===== src/rtl/game_pkg.sv =====
// Shared game-state codes and default timing constants.
// Imported by the game FSM and the start/end overlay stage.
package game_pkg;

   typedef enum logic [1:0] {
      GAME_START = 2'd0,
      GAME_PLAY  = 2'd1,
      GAME_END   = 2'd2
   } game_state_t;

   localparam int DEF_DEBOUNCE_FRAMES = 3;
   localparam int DEF_END_HOLD_FRAMES = 120;

endpackage


===== src/rtl/game_fsm_btn_debounce.sv =====
// Start button conditioner: 2-FF sync, frame-paced debounce, press edge.
// Ports: clk, rst (sync, active-high), tick, btn_raw -> press (1-cycle pulse).
module btn_debounce
   import game_pkg::*;
#(
   parameter int DEBOUNCE_FRAMES = DEF_DEBOUNCE_FRAMES
) (
   input  logic clk,
   input  logic rst,
   input  logic tick,
   input  logic btn_raw,
   output logic press
);

   localparam int CW = $clog2(DEBOUNCE_FRAMES + 1);
   localparam logic [CW-1:0] CNT_MAX = CW'(DEBOUNCE_FRAMES);

   logic [1:0]    sync_ff;
   logic          sync;
   logic          deb;
   logic          deb_q;
   logic [CW-1:0] deb_cnt;

   assign sync = sync_ff[1];

   // deb and deb_q reset high so a button held through reset
   // looks already pressed and never yields a press edge.
   always_ff @(posedge clk) begin
      if (rst) begin
         sync_ff <= '0;
         deb     <= 1'b1;
         deb_q   <= 1'b1;
         deb_cnt <= '0;
         press   <= 1'b0;
      end else begin
         sync_ff <= {sync_ff[0], btn_raw};
         deb_q   <= deb;
         press   <= deb & ~deb_q;
         if (tick) begin
            if (sync != deb) begin
               if (deb_cnt + CW'(1) == CNT_MAX) begin
                  deb     <= sync;
                  deb_cnt <= '0;
               end else begin
                  deb_cnt <= deb_cnt + CW'(1);
               end
            end else begin
               deb_cnt <= '0;
            end
         end
      end
   end

endmodule


===== src/rtl/game_fsm.sv =====
// Game state controller: START -> PLAY -> END -> START, frame-paced.
// Ports: clk, rst, vsync, btn_start, player_dead, boss_dead -> game_active, game_start, game_won.
module game_fsm
   import game_pkg::*;
#(
   parameter int DEBOUNCE_FRAMES = DEF_DEBOUNCE_FRAMES,
   parameter int END_HOLD_FRAMES = DEF_END_HOLD_FRAMES
) (
   input  logic       clk,
   input  logic       rst,
   input  logic       vsync,
   input  logic       btn_start,
   input  logic       player_dead,
   input  logic       boss_dead,
   output logic [1:0] game_active,
   output logic       game_start,
   output logic       game_won
);

   localparam int HW = $clog2(END_HOLD_FRAMES + 1);
   localparam logic [HW-1:0] HOLD_MAX = HW'(END_HOLD_FRAMES);

   game_state_t   state;
   logic          vsync_prev;
   logic          tick;
   logic          press;
   logic [HW-1:0] hold_cnt;

   assign tick        = vsync & ~vsync_prev;
   assign game_active = state;

   btn_debounce #(
      .DEBOUNCE_FRAMES(DEBOUNCE_FRAMES)
   ) u_deb (
      .clk    (clk),
      .rst    (rst),
      .tick   (tick),
      .btn_raw(btn_start),
      .press  (press)
   );

   always_ff @(posedge clk) begin
      if (rst) begin
         state      <= GAME_START;
         game_start <= 1'b0;
         game_won   <= 1'b0;
         hold_cnt   <= '0;
         vsync_prev <= 1'b0;
      end else begin
         vsync_prev <= vsync;
         game_start <= 1'b0;
         case (state)
            GAME_START: begin
               if (press) begin
                  state      <= GAME_PLAY;
                  game_start <= 1'b1;
               end
            end
            GAME_PLAY: begin
               if (player_dead | boss_dead) begin
                  state    <= GAME_END;
                  game_won <= boss_dead & ~player_dead;
                  hold_cnt <= '0;
               end
            end
            GAME_END: begin
               // Early presses are dropped, not remembered.
               if (press && hold_cnt == HOLD_MAX) begin
                  state    <= GAME_START;
                  game_won <= 1'b0;
               end else if (tick && hold_cnt != HOLD_MAX) begin
                  hold_cnt <= hold_cnt + HW'(1);
               end
            end
            default: begin
               state    <= GAME_START;
               game_won <= 1'b0;
            end
         endcase
      end
   end

endmodule


===== config.mk =====
export PLATFORM = sky130hd
export DESIGN_NAME = game_fsm
export DESIGN_NICKNAME = d
export VERILOG_FILES = /design/src/rtl/game_pkg.sv /design/src/rtl/game_fsm_btn_debounce.sv /design/src/rtl/game_fsm.sv
export SDC_FILE = /design/constraint.sdc
export NUM_CORES = 1
export LEC_CHECK = 0
export BUFFER_PORTS_ARGS = -buffer_cell sky130_fd_sc_hd__buf_4
export CELL_PAD_IN_SITES_DETAIL_PLACEMENT = 1
export CELL_PAD_IN_SITES_GLOBAL_PLACEMENT = 2
export CORE_MARGIN = 3
export CORE_UTILIZATION = 34
export DETAILED_ROUTE_END_ITERATION = 8
export PLACE_DENSITY_LB_ADDON = 0.25
export SETUP_SLACK_MARGIN = 0.3
export SLEW_MARGIN = 25
export SYNTH_ARGS = -nofsm -noshare
export SYNTH_HDL_FRONTEND = slang
export SYNTH_SLANG_ARGS = --single-unit

===== constraint.sdc =====
create_clock -name clk -period 1.89 [get_ports clk]
set_clock_uncertainty 0.2 [all_clocks]
set_input_delay 0.378 -clock clk [delete_from_list [all_inputs] [get_ports clk]]
set_output_delay 0.378 -clock clk [all_outputs]
set_load 0.03 [all_outputs]

==> run_results.csv, run 1 <==
group,metric,value,unit
cts,worstSkewPairLatency,0.30,ns
grt,overflow,0,
synth,ys.warnings.count,0,
layout,insertedDiodeCount,0,
placed_design,buffer_ports.inserted,9,
synth,syn_area,842,um2
placed_design,detailed_place_hpwl,1410,um
worst_setup_path,worstSetupStartpointType,"register",
drt,drt_pre_antenna_iters,4,
drt,num_vias,762,
floorplan,core_region_area,0.00228,mm2
worst_setup_path,crit_path_max_fanout,2,
worst_setup_path,critical_path_class,"register to register",
drt,detail-route-antenna-nets,0,
floorplan,fp.dieH,55.8,um
worst_setup_path,delay_of_the_slowest_cell_on_the_worst_path,0.36,ns
drt,wire_per_inst,14.0,um
worst_setup_path,cp_arrival,1.79,ns
worst_hold_path,hold_class,"input port to register",
worst_setup_path,critPathBufInv,1,
synth,number_of_distinct_standard_cells_referenced_by_the_synthesized_netlist,32,
synth,yosys_most_used_dff,"dfxtp_1",
pwr,power_per_cell_area,600,mW/mm2
synth,synth-edff-count,0,
layout,nFillCells,269,
cts,cts_num_sinks,19,
pwr,vdd_drop_max,373,uV
cts,worst_path_clk_slew,0.12,ns
floorplan,floorplan.die.width,55.8,um
timing,slew_at_the_pin_with_the_worst_max_slew_slack,0.300,ns
grt,grt_first_pass_wirelength,3270,um
cts,ctsHoldBuffers,0,
layout,layout_cells_sized_above_1,0.363,
drt,drc,0,
flow_run,max_cap_violations,0,
worst_setup_path,crit_family,"flip-flops",
layout,area_growth_synth_to_finish,31.1,%
worst_setup_path,crit_slowest_cell,"dfxtp_2",
worst_setup_path,timing.critical_path.to_type,"register",
cts,tritoncts,"done",
floorplan,io_pins,10,
worst_setup_path,crit_path_cell_trace,"inv_2 > ha_4 > and4b_2 > a211oi_4 > mux2_4 > nor2_1",
drt,via_per_inst,5.40,
synth,synth_fp_nets,99,
cts,cts-htree-levels,1,
timing,layout_worst_path_cycle_share,0.925,
floorplan,design.die.area,0.00311,mm2
synth,synthCells,91,
timing,report.final.slew_viol_count,0,
drt,wl,1970,um
synth,yosys_register_bits,19,
timing,timing.slew.headroom,0.800,
drt,detailedRoute.firstIterationViolations,7,
grt,via_count_of_the_first_global_routing_pass,726,
timing,smallest_setup_slack_after_layout,0.141,ns
grt,initial_antenna_violation_count,0,
grt,grt_usage,0.132,
status,outcome,"finished, final reports clean",
cts,cts-buffers-inserted,3,
placed_design,pre_cts_slack,0.0823,ns
synth,postSynth.asyncResetShare,0,
worst_setup_path,cp.required,1.93,ns
timing,max_freq,572,MHz
floorplan,core.rowCount,17,
placed_design,gp_congestion,0.755,
synth,seq_area_frac_synth,0.452,
cts,cts_root_buf,"clkbuf_4",
timing,total_setup_violations_reported_at_the_end_of_the_flow,0,
timing,period_needed,1.75,ns
timing,rsz0062_at_grt,"true",
cts,cts_buffer_depth,2,
synth,syn_avg_cell_area,9.25,um2
pwr,leakage,0.421,nW
timing,hold_viol,0,
floorplan,start_util,0.370,
timing,final.setup.tns,0,ns
layout,net_count_final,122,
grt,grt_start_max_net_pins,12,
-- metrics by stage --
step / instance area, um2 / power [mW] / util / std cells / hold WS (ns)
floorplan: 858 / 0.439 / - / 91 / 0.172
global placement: 992 / 0.456 / 0.436 / 131 / 0.179
detailed placement: 992 / 0.458 / 0.436 / 131 / 0.184
CTS: 1070 / 0.671 / 0.471 / 139 / 0.0615
global route: 1100 / 0.694 / 0.485 / 141 / 0.0548
finish: 1100 / 0.663 / 0.485 / 141 / 0.0715
-- placed cells by master, fill, tap and decap left out, drive strengths merged, types with 2 or more instances in the layout --
| master | count |
|---|---|
| a31oi | 6 |
| ha | 2 |
| mux2i | 4 |
| clkbuf | 3 |
| nand3 | 3 |
| o21ai | 4 |
| nor2b | 4 |
| inv | 3 |
| dfxtp | 19 |
| nor3 | 2 |
| a21oi | 5 |
| buf | 21 |
| nor2 | 10 |
| nand2 | 3 |
| nand2b | 5 |
| nor3b | 3 |
-- routing by layer --
| metal | vias to the layer above | share of wire | global-route usage |
|---|---|---|---|
| met2 | 15 | 0.49 | 0.216 |
| li1 | 371 | - | - |
| met4 | 0 | 0.0091 | 0.0521 |
| met3 | 2 | 0.033 | 0.0302 |
| met5 | - | 0 | 0 |
| met1 | 374 | 0.47 | 0.167 |
-- report_power, final --
part           switching (mW)  internal, mW
registers             0.00437         0.407
clock network           0.134        0.0788
logic                  0.0188        0.0202
total                   0.157         0.506
-- cell type report --
class | instances | area, um2 | share of cell area
Clock buffer | 3 | 22.5 | 0.0204
Clock inverter | 1 | 5.00 | 0.00454
Inverter | 3 | 11.3 | 0.0102
Multi-Input combinational cell | 66 | 487 | 0.441
Sequential cell | 19 | 385 | 0.349
Tap cell | 28 | 35.0 | 0.0317
Timing Repair Buffer | 21 | 158 | 0.143
-- Yosys cell counts, types with 2 or more instances --
cell	n	share of area
inv_1	3	0.013
nand2_1	3	0.013
nand3_1	3	0.018
buf_2	2	0.012
a21oi_1	5	0.030
mux2i_1	4	0.048
o21ai_0	4	0.024
nor2_1	10	0.045
nor2b_1	4	0.030
dfxtp_1	19	0.45
nor3b_1	2	0.018
a31oi_1	6	0.045
nor3_1	2	0.012
ha_1	2	0.030
nand2b_1	5	0.037
-- path summary, 6_finish.rpt --
kind,startpoint,to,slack (ns),cells after the start
max,hold_cnt[0],hold_cnt[1],0.14,6
min,rst,hold_cnt[1],0.07,2
max reg2reg,hold_cnt[0],hold_cnt[1],0.14,6
min reg2reg,u_deb.deb_q,u_deb.press,0.20,1
-- worst reg2reg max path, delay by kind of cell, from the launching register on --
family                     cells  cell delay, ns
buffers and inverters          1            0.05
AOI/OAI and AO/OA              1            0.29
adders and majority gates      1            0.15
muxes                          1            0.33
DFF                            1            0.36
and+or+nand+nor                2            0.31
-- flip-flops by register name, summed over array words and instances (netlist names) --
signal	cells
hold_cnt	7
game_active	2
u_deb.deb_cnt	2
u_deb.sync_ff	2
game_start	1
game_won	1
u_deb.deb	1
u_deb.deb_q	1
u_deb.press	1
vsync_prev	1
-- kinds of logic (layout without fill, tap and decap cells) --
logic type               count (synthesis)  after routing  share of synthesized area
AO/OA/AOI/OAI                           22             22                      0.172
XOR/XNOR                                 1              1                     0.0104
adder cells (fa/ha/maj)                  2              2                     0.0297
buffers and inverters                    6             28                     0.0297
flip-flops                              19             19                      0.452
multiplexers                             5              5                     0.0609
AND/OR/NAND/NOR                         36             36                      0.245
-- what timing repair did --
action	in CTS	in global routing
setup buffers	4	2
endpoints found under the setup margin	7	10
pin swaps	3	3
gates resized for setup	4	3
endpoints found under the hold margin	0	0
Power figures use the tool's default switching activity.
==> inputs of run 2 (changes only) <==
--- a/config.mk
+++ b/config.mk
@@ -6,12 +6,14 @@
 export NUM_CORES = 1
 export LEC_CHECK = 0
 export BUFFER_PORTS_ARGS = -buffer_cell sky130_fd_sc_hd__buf_4
+export CAP_MARGIN = 15
 export CELL_PAD_IN_SITES_DETAIL_PLACEMENT = 1
 export CELL_PAD_IN_SITES_GLOBAL_PLACEMENT = 2
 export CORE_MARGIN = 3
 export CORE_UTILIZATION = 34
 export DETAILED_ROUTE_END_ITERATION = 8
 export PLACE_DENSITY_LB_ADDON = 0.25
+export RECOVER_POWER = 100
 export SETUP_SLACK_MARGIN = 0.3
 export SLEW_MARGIN = 25
 export SYNTH_ARGS = -nofsm -noshare
==> run_results.csv, run 2 (same netlist as run 1, synthesis figures left out) <==
group,metric,value,unit
status,outcome,"finished, final reports clean",
floorplan,core.rowCount,17,
worst_setup_path,crit_path_cell_trace,"inv_2 > ha_4 > and4b_1 > a211oi_4 > mux2_4 > nor2_1",
worst_setup_path,crit_family,"flip-flops",
floorplan,design.die.area,0.00311,mm2
pwr,leakage,0.405,nW
drt,drc,0,
worst_setup_path,crit_slowest_cell,"dfxtp_1",
pwr,power_per_cell_area,610,mW/mm2
layout,nFillCells,271,
worst_setup_path,critical_path_class,"register to register",
cts,tritoncts,"done",
floorplan,io_pins,10,
placed_design,post_dp_cell_area,992,um2
timing,hold_viol,0,
floorplan,start_util,0.370,
timing,report.final.slew_viol_count,0,
floorplan,core_region_area,0.00228,mm2
cts,cts_root_buf,"clkbuf_4",
cts,cts-buffers-inserted,3,
timing,layout_worst_path_cycle_share,0.933,
grt,via_count_of_the_first_global_routing_pass,726,
worst_setup_path,crit_path_max_fanout,2,
worst_setup_path,cp.required,1.93,ns
placed_design,buffer_ports.inserted,9,
drt,detailedRoute.firstIterationViolations,11,
timing,total_setup_violations_reported_at_the_end_of_the_flow,0,
timing,period_needed,1.76,ns
cts,cts_num_sinks,19,
worst_setup_path,critPathBufInv,1,
layout,multi_input_area,485,um2
pwr,vdd_drop_max,373,uV
layout,largest_reg_flops,7,
pwr,post-layout-total-power,662,uW
layout,regMostFlops,"hold_cnt",
drt,wl,1990,um
cts,ctsHoldBuffers,0,
layout,area_growth_synth_to_finish,28.8,%
layout,final_cell_mix,"dfxtp_1 (17), buf_4 (17), nor2_1 (10)",
grt,grt_first_pass_wirelength,3270,um
cts,cts-htree-levels,1,
timing,slew_at_the_pin_with_the_worst_max_slew_slack,0.429,ns
floorplan,floorplan.die.width,55.8,um
cts,cts_buffer_depth,2,
worst_hold_path,hold_class,"input port to register",
drt,num_vias,761,
grt,grt_start_max_net_pins,12,
worst_setup_path,worstSetupStartpointType,"register",
timing,timing.slew.headroom,0.714,
drt,wire_per_inst,14.1,um
layout,layout_cells_sized_above_1,0.301,
worst_setup_path,delay_of_the_slowest_cell_on_the_worst_path,0.37,ns
worst_setup_path,cp_arrival,1.81,ns
grt,grt_usage,0.132,
grt,initial_antenna_violation_count,0,
worst_setup_path,timing.critical_path.to_type,"register",
drt,detail-route-antenna-nets,0,
timing,max_freq,567,MHz
cts,worst_path_clk_slew,0.12,ns
layout,stdcell_area,0.00108,mm2
timing,rsz0062_at_grt,"true",
drt,drt_pre_antenna_iters,4,
drt,via_per_inst,5.40,
placed_design,detailed_place_hpwl,1410,um
floorplan,fp.dieH,55.8,um
flow_run,max_cap_violations,0,
timing,final.setup.tns,0,ns
cts,worstSkewPairLatency,0.30,ns
placed_design,gp_congestion,0.755,
layout,area_taken_by_flip_flops_and_latches,383,um2
grt,overflow,0,
layout,net_count_final,122,
layout,insertedDiodeCount,0,
-- run 2: final cells by class --
class                   instances  share of cell area
multi-input cells              66               0.448
inverters                       3              0.0104
clock inverters                 1             0.00461
repair buffers                 21               0.131
clock buffers                   3              0.0208
flip-flops and latches         19               0.353
well taps                      28              0.0323
-- run 2: path summary, 6_finish.rpt --
kind / endpoint / from / depth (start not counted) / slack [ns]
setup / recovery: hold_cnt[1] / hold_cnt[0] / 6 / 0.13
hold / removal: u_deb.sync_ff[0] / btn_start / 2 / 0.09
setup reg to reg: hold_cnt[1] / hold_cnt[0] / 6 / 0.13
hold reg to reg: u_deb.press / u_deb.deb_q / 1 / 0.20
-- run 2: report_power, final --
| part | switching (mW) | total (mW) | leakage, nW | internal, mW |
|---|---|---|---|---|
| sequential | 0.00437 | 0.411 | 0.155 | 0.407 |
| combinational | 0.0188 | 0.0370 | 0.232 | 0.0182 |
| clock | 0.135 | 0.214 | 0.0177 | 0.0789 |
-- run 2: routing by layer --
metal  track usage  share of wire  vias to the layer above
met1         0.167           0.48                      375
met5             0              0                        -
met4        0.0521          0.014                        0
met3        0.0302          0.027                        4
met2         0.216           0.48                       11
li1              -              -                      371
-- run 2: per-stage QoR --
step	hold WS [ns]	instances	setup slack, ns	util
floorplan	0.172	91	0.199	-
global placement	0.179	131	0.143	0.436
detailed placement	0.184	131	0.0823	0.436
CTS	0.0615	139	0.153	0.471
global route	0.125	141	0.0649	0.477
finish	0.0915	141	0.126	0.477
-- run 2: repair_timing --
action / CTS / global route
endpoints found under the setup margin: 7 / 10
gates resized for setup: 4 / 3
setup buffers: 4 / 2
pin swaps: 3 / 3
==> inputs of run 3 (changes only) <==
--- a/config.mk
+++ b/config.mk
@@ -12,6 +12,7 @@
 export CORE_MARGIN = 3
 export CORE_UTILIZATION = 34
 export DETAILED_ROUTE_END_ITERATION = 8
+export GPL_ROUTABILITY_DRIVEN = 0
 export PLACE_DENSITY_LB_ADDON = 0.25
 export RECOVER_POWER = 100
 export SETUP_SLACK_MARGIN = 0.3
==> constraint.sdc (replaced) <==
create_clock -name clk -period 1.81 [get_ports clk]
set_clock_uncertainty 0.2 [all_clocks]
set_input_delay 0.362 -clock clk [delete_from_list [all_inputs] [get_ports clk]]
set_output_delay 0.362 -clock clk [all_outputs]
set_load 0.03 [all_outputs]
==> run_results.csv, run 3 (same netlist as run 1, synthesis figures left out) <==
group,metric,value,unit
timing,rsz0062_at_grt,"true",
placed_design,post_dp_cell_area,1000,um2
layout,layoutNonFillerInstCount,142,
drt,drt_pre_antenna_iters,4,
grt,grt_first_pass_wirelength,3640,um
worst_setup_path,crit_slowest_cell,"mux2_2",
worst_setup_path,cp_arrival,1.78,ns
worst_setup_path,critPathBufInv,1,
floorplan,start_util,0.370,
cts,cts_root_buf,"clkbuf_4",
timing,slew_at_the_pin_with_the_worst_max_slew_slack,0.540,ns
worst_setup_path,worstSetupStartpointType,"register",
timing,max_freq,576,MHz
drt,wl,2220,um
floorplan,core.rowCount,17,
timing,report.final.slew_viol_count,0,
layout,final_cell_mix,"dfxtp_1 (17), buf_4 (17), nor2_1 (10), nand2b_1 (5), a21oi_1 (5)",
pwr,vdd_drop_max,277,uV
worst_setup_path,timing.critical_path.to_type,"register",
cts,cts_num_sinks,19,
drt,via_per_inst,5.35,
timing,timing.slew.headroom,0.640,
grt,via_count_of_the_first_global_routing_pass,783,
layout,insertedDiodeCount,0,
floorplan,floorplan.die.width,55.8,um
worst_setup_path,delay_of_the_slowest_cell_on_the_worst_path,0.37,ns
drt,wire_per_inst,15.6,um
layout,area_growth_synth_to_finish,29.7,%
worst_setup_path,crit_path_max_fanout,2,
drt,detailedRoute.firstIterationViolations,7,
flow_run,max_cap_violations,0,
floorplan,fp.dieH,55.8,um
floorplan,io_pins,10,
worst_setup_path,crit_family,"multiplexers",
timing,period_needed,1.73,ns
placed_design,buffer_ports.inserted,9,
grt,grt_usage,0.151,
layout,layout.core_utilization,0.480,
cts,tritoncts,"done",
layout,net_count_final,123,
placed_design,detailed_place_hpwl,1510,um
worst_setup_path,crit_path_cell_trace,"inv_2 > ha_4 > and4b_2 > a211oi_2 > mux2_2 > nor2_1",
grt,overflow,0,
grt,grt_start_max_net_pins,14,
cts,worst_path_clk_slew,0.11,ns
timing,final.setup.tns,0,ns
pwr,power_per_cell_area,636,mW/mm2
drt,detail-route-antenna-nets,0,
worst_setup_path,critical_path_class,"register to register",
pwr,leakage,0.405,nW
drt,drc,0,
cts,cts-buffers-inserted,3,
drt,num_vias,759,
layout,layout_cells_sized_above_1,0.325,
layout,regMostFlops,"hold_cnt",
status,outcome,"finished, final reports clean",
cts,cts_buffer_depth,2,
timing,hold_viol,0,
placed_design,placedCellCount,132,
worst_setup_path,cp.required,1.86,ns
cts,cts-htree-levels,1,
layout,stdcell_area,0.00109,mm2
cts,worstSkewPairLatency,0.31,ns
timing,total_setup_violations_reported_at_the_end_of_the_flow,0,
floorplan,design.die.area,0.00311,mm2
timing,layout_worst_path_cycle_share,0.958,
floorplan,core_region_area,0.00228,mm2
worst_hold_path,hold_class,"input port to register",
grt,initial_antenna_violation_count,0,
layout,largest_reg_flops,7,
## run 3: worst paths after layout
| kind | start | to | slack, ns | depth (start not counted) |
|---|---|---|---|---|
| hold / removal | btn_start | u_deb.sync_ff[0] | 0.06 | 2 |
| hold reg to reg | u_deb.deb_q | u_deb.press | 0.22 | 1 |
| setup reg to reg | hold_cnt[0] | hold_cnt[1] | 0.08 | 6 |
| setup / recovery | hold_cnt[0] | hold_cnt[1] | 0.08 | 6 |
## run 3: metrics by stage
| step | hold slack [ns] | power [mW] | setup WS [ns] |
|---|---|---|---|
| finish | 0.0597 | 0.695 | 0.0752 |
| global route | 0.0955 | 0.731 | 0.00541 |
| CTS | 0.0543 | 0.704 | 0.0943 |
| detailed placement | 0.195 | 0.479 | 0.00921 |
| global placement | 0.178 | 0.477 | 0.0694 |
| floorplan | 0.172 | 0.459 | 0.119 |
## run 3: cell type report
| class | instances | area, um2 |
|---|---|---|
| Fill cell | 266 | 1180 |
| Multi-Input combinational cell | 66 | 482 |
| Sequential cell | 19 | 383 |
| Timing Repair Buffer | 22 | 154 |
| Tap cell | 28 | 35.0 |
| Clock buffer | 3 | 22.5 |
| Inverter | 3 | 11.3 |
| Clock inverter | 1 | 5.00 |
## run 3: repair_timing
| action | 4_1_cts | 5_1_grt |
|---|---|---|
| gates resized for setup | 4 | 4 |
| pin swaps | 3 | 4 |
| setup endpoints to repair | 9 | 10 |
| hold buffers | 0 | 0 |
| buffers inserted | 4 | 2 |
## run 3: power by group
| part | total (mW) | switching (mW) | leakage [nW] | internal (mW) |
|---|---|---|---|---|
| registers | 0.429 | 0.00463 | 0.155 | 0.425 |
| clock network | 0.226 | 0.143 | 0.0177 | 0.0826 |
| logic | 0.0394 | 0.0204 | 0.232 | 0.0191 |
| total | 0.695 | 0.168 | 0.405 | 0.526 |
## run 3: per-layer routing
layer | vias up | track usage | routed length (um)
li1 | 376 | - | -
met1 | 364 | 0.194 | 1010
met2 | 14 | 0.238 | 1080
met3 | 5 | 0.0232 | 76
met4 | 0 | 0.0833 | 53
met5 | - | 0 | 0
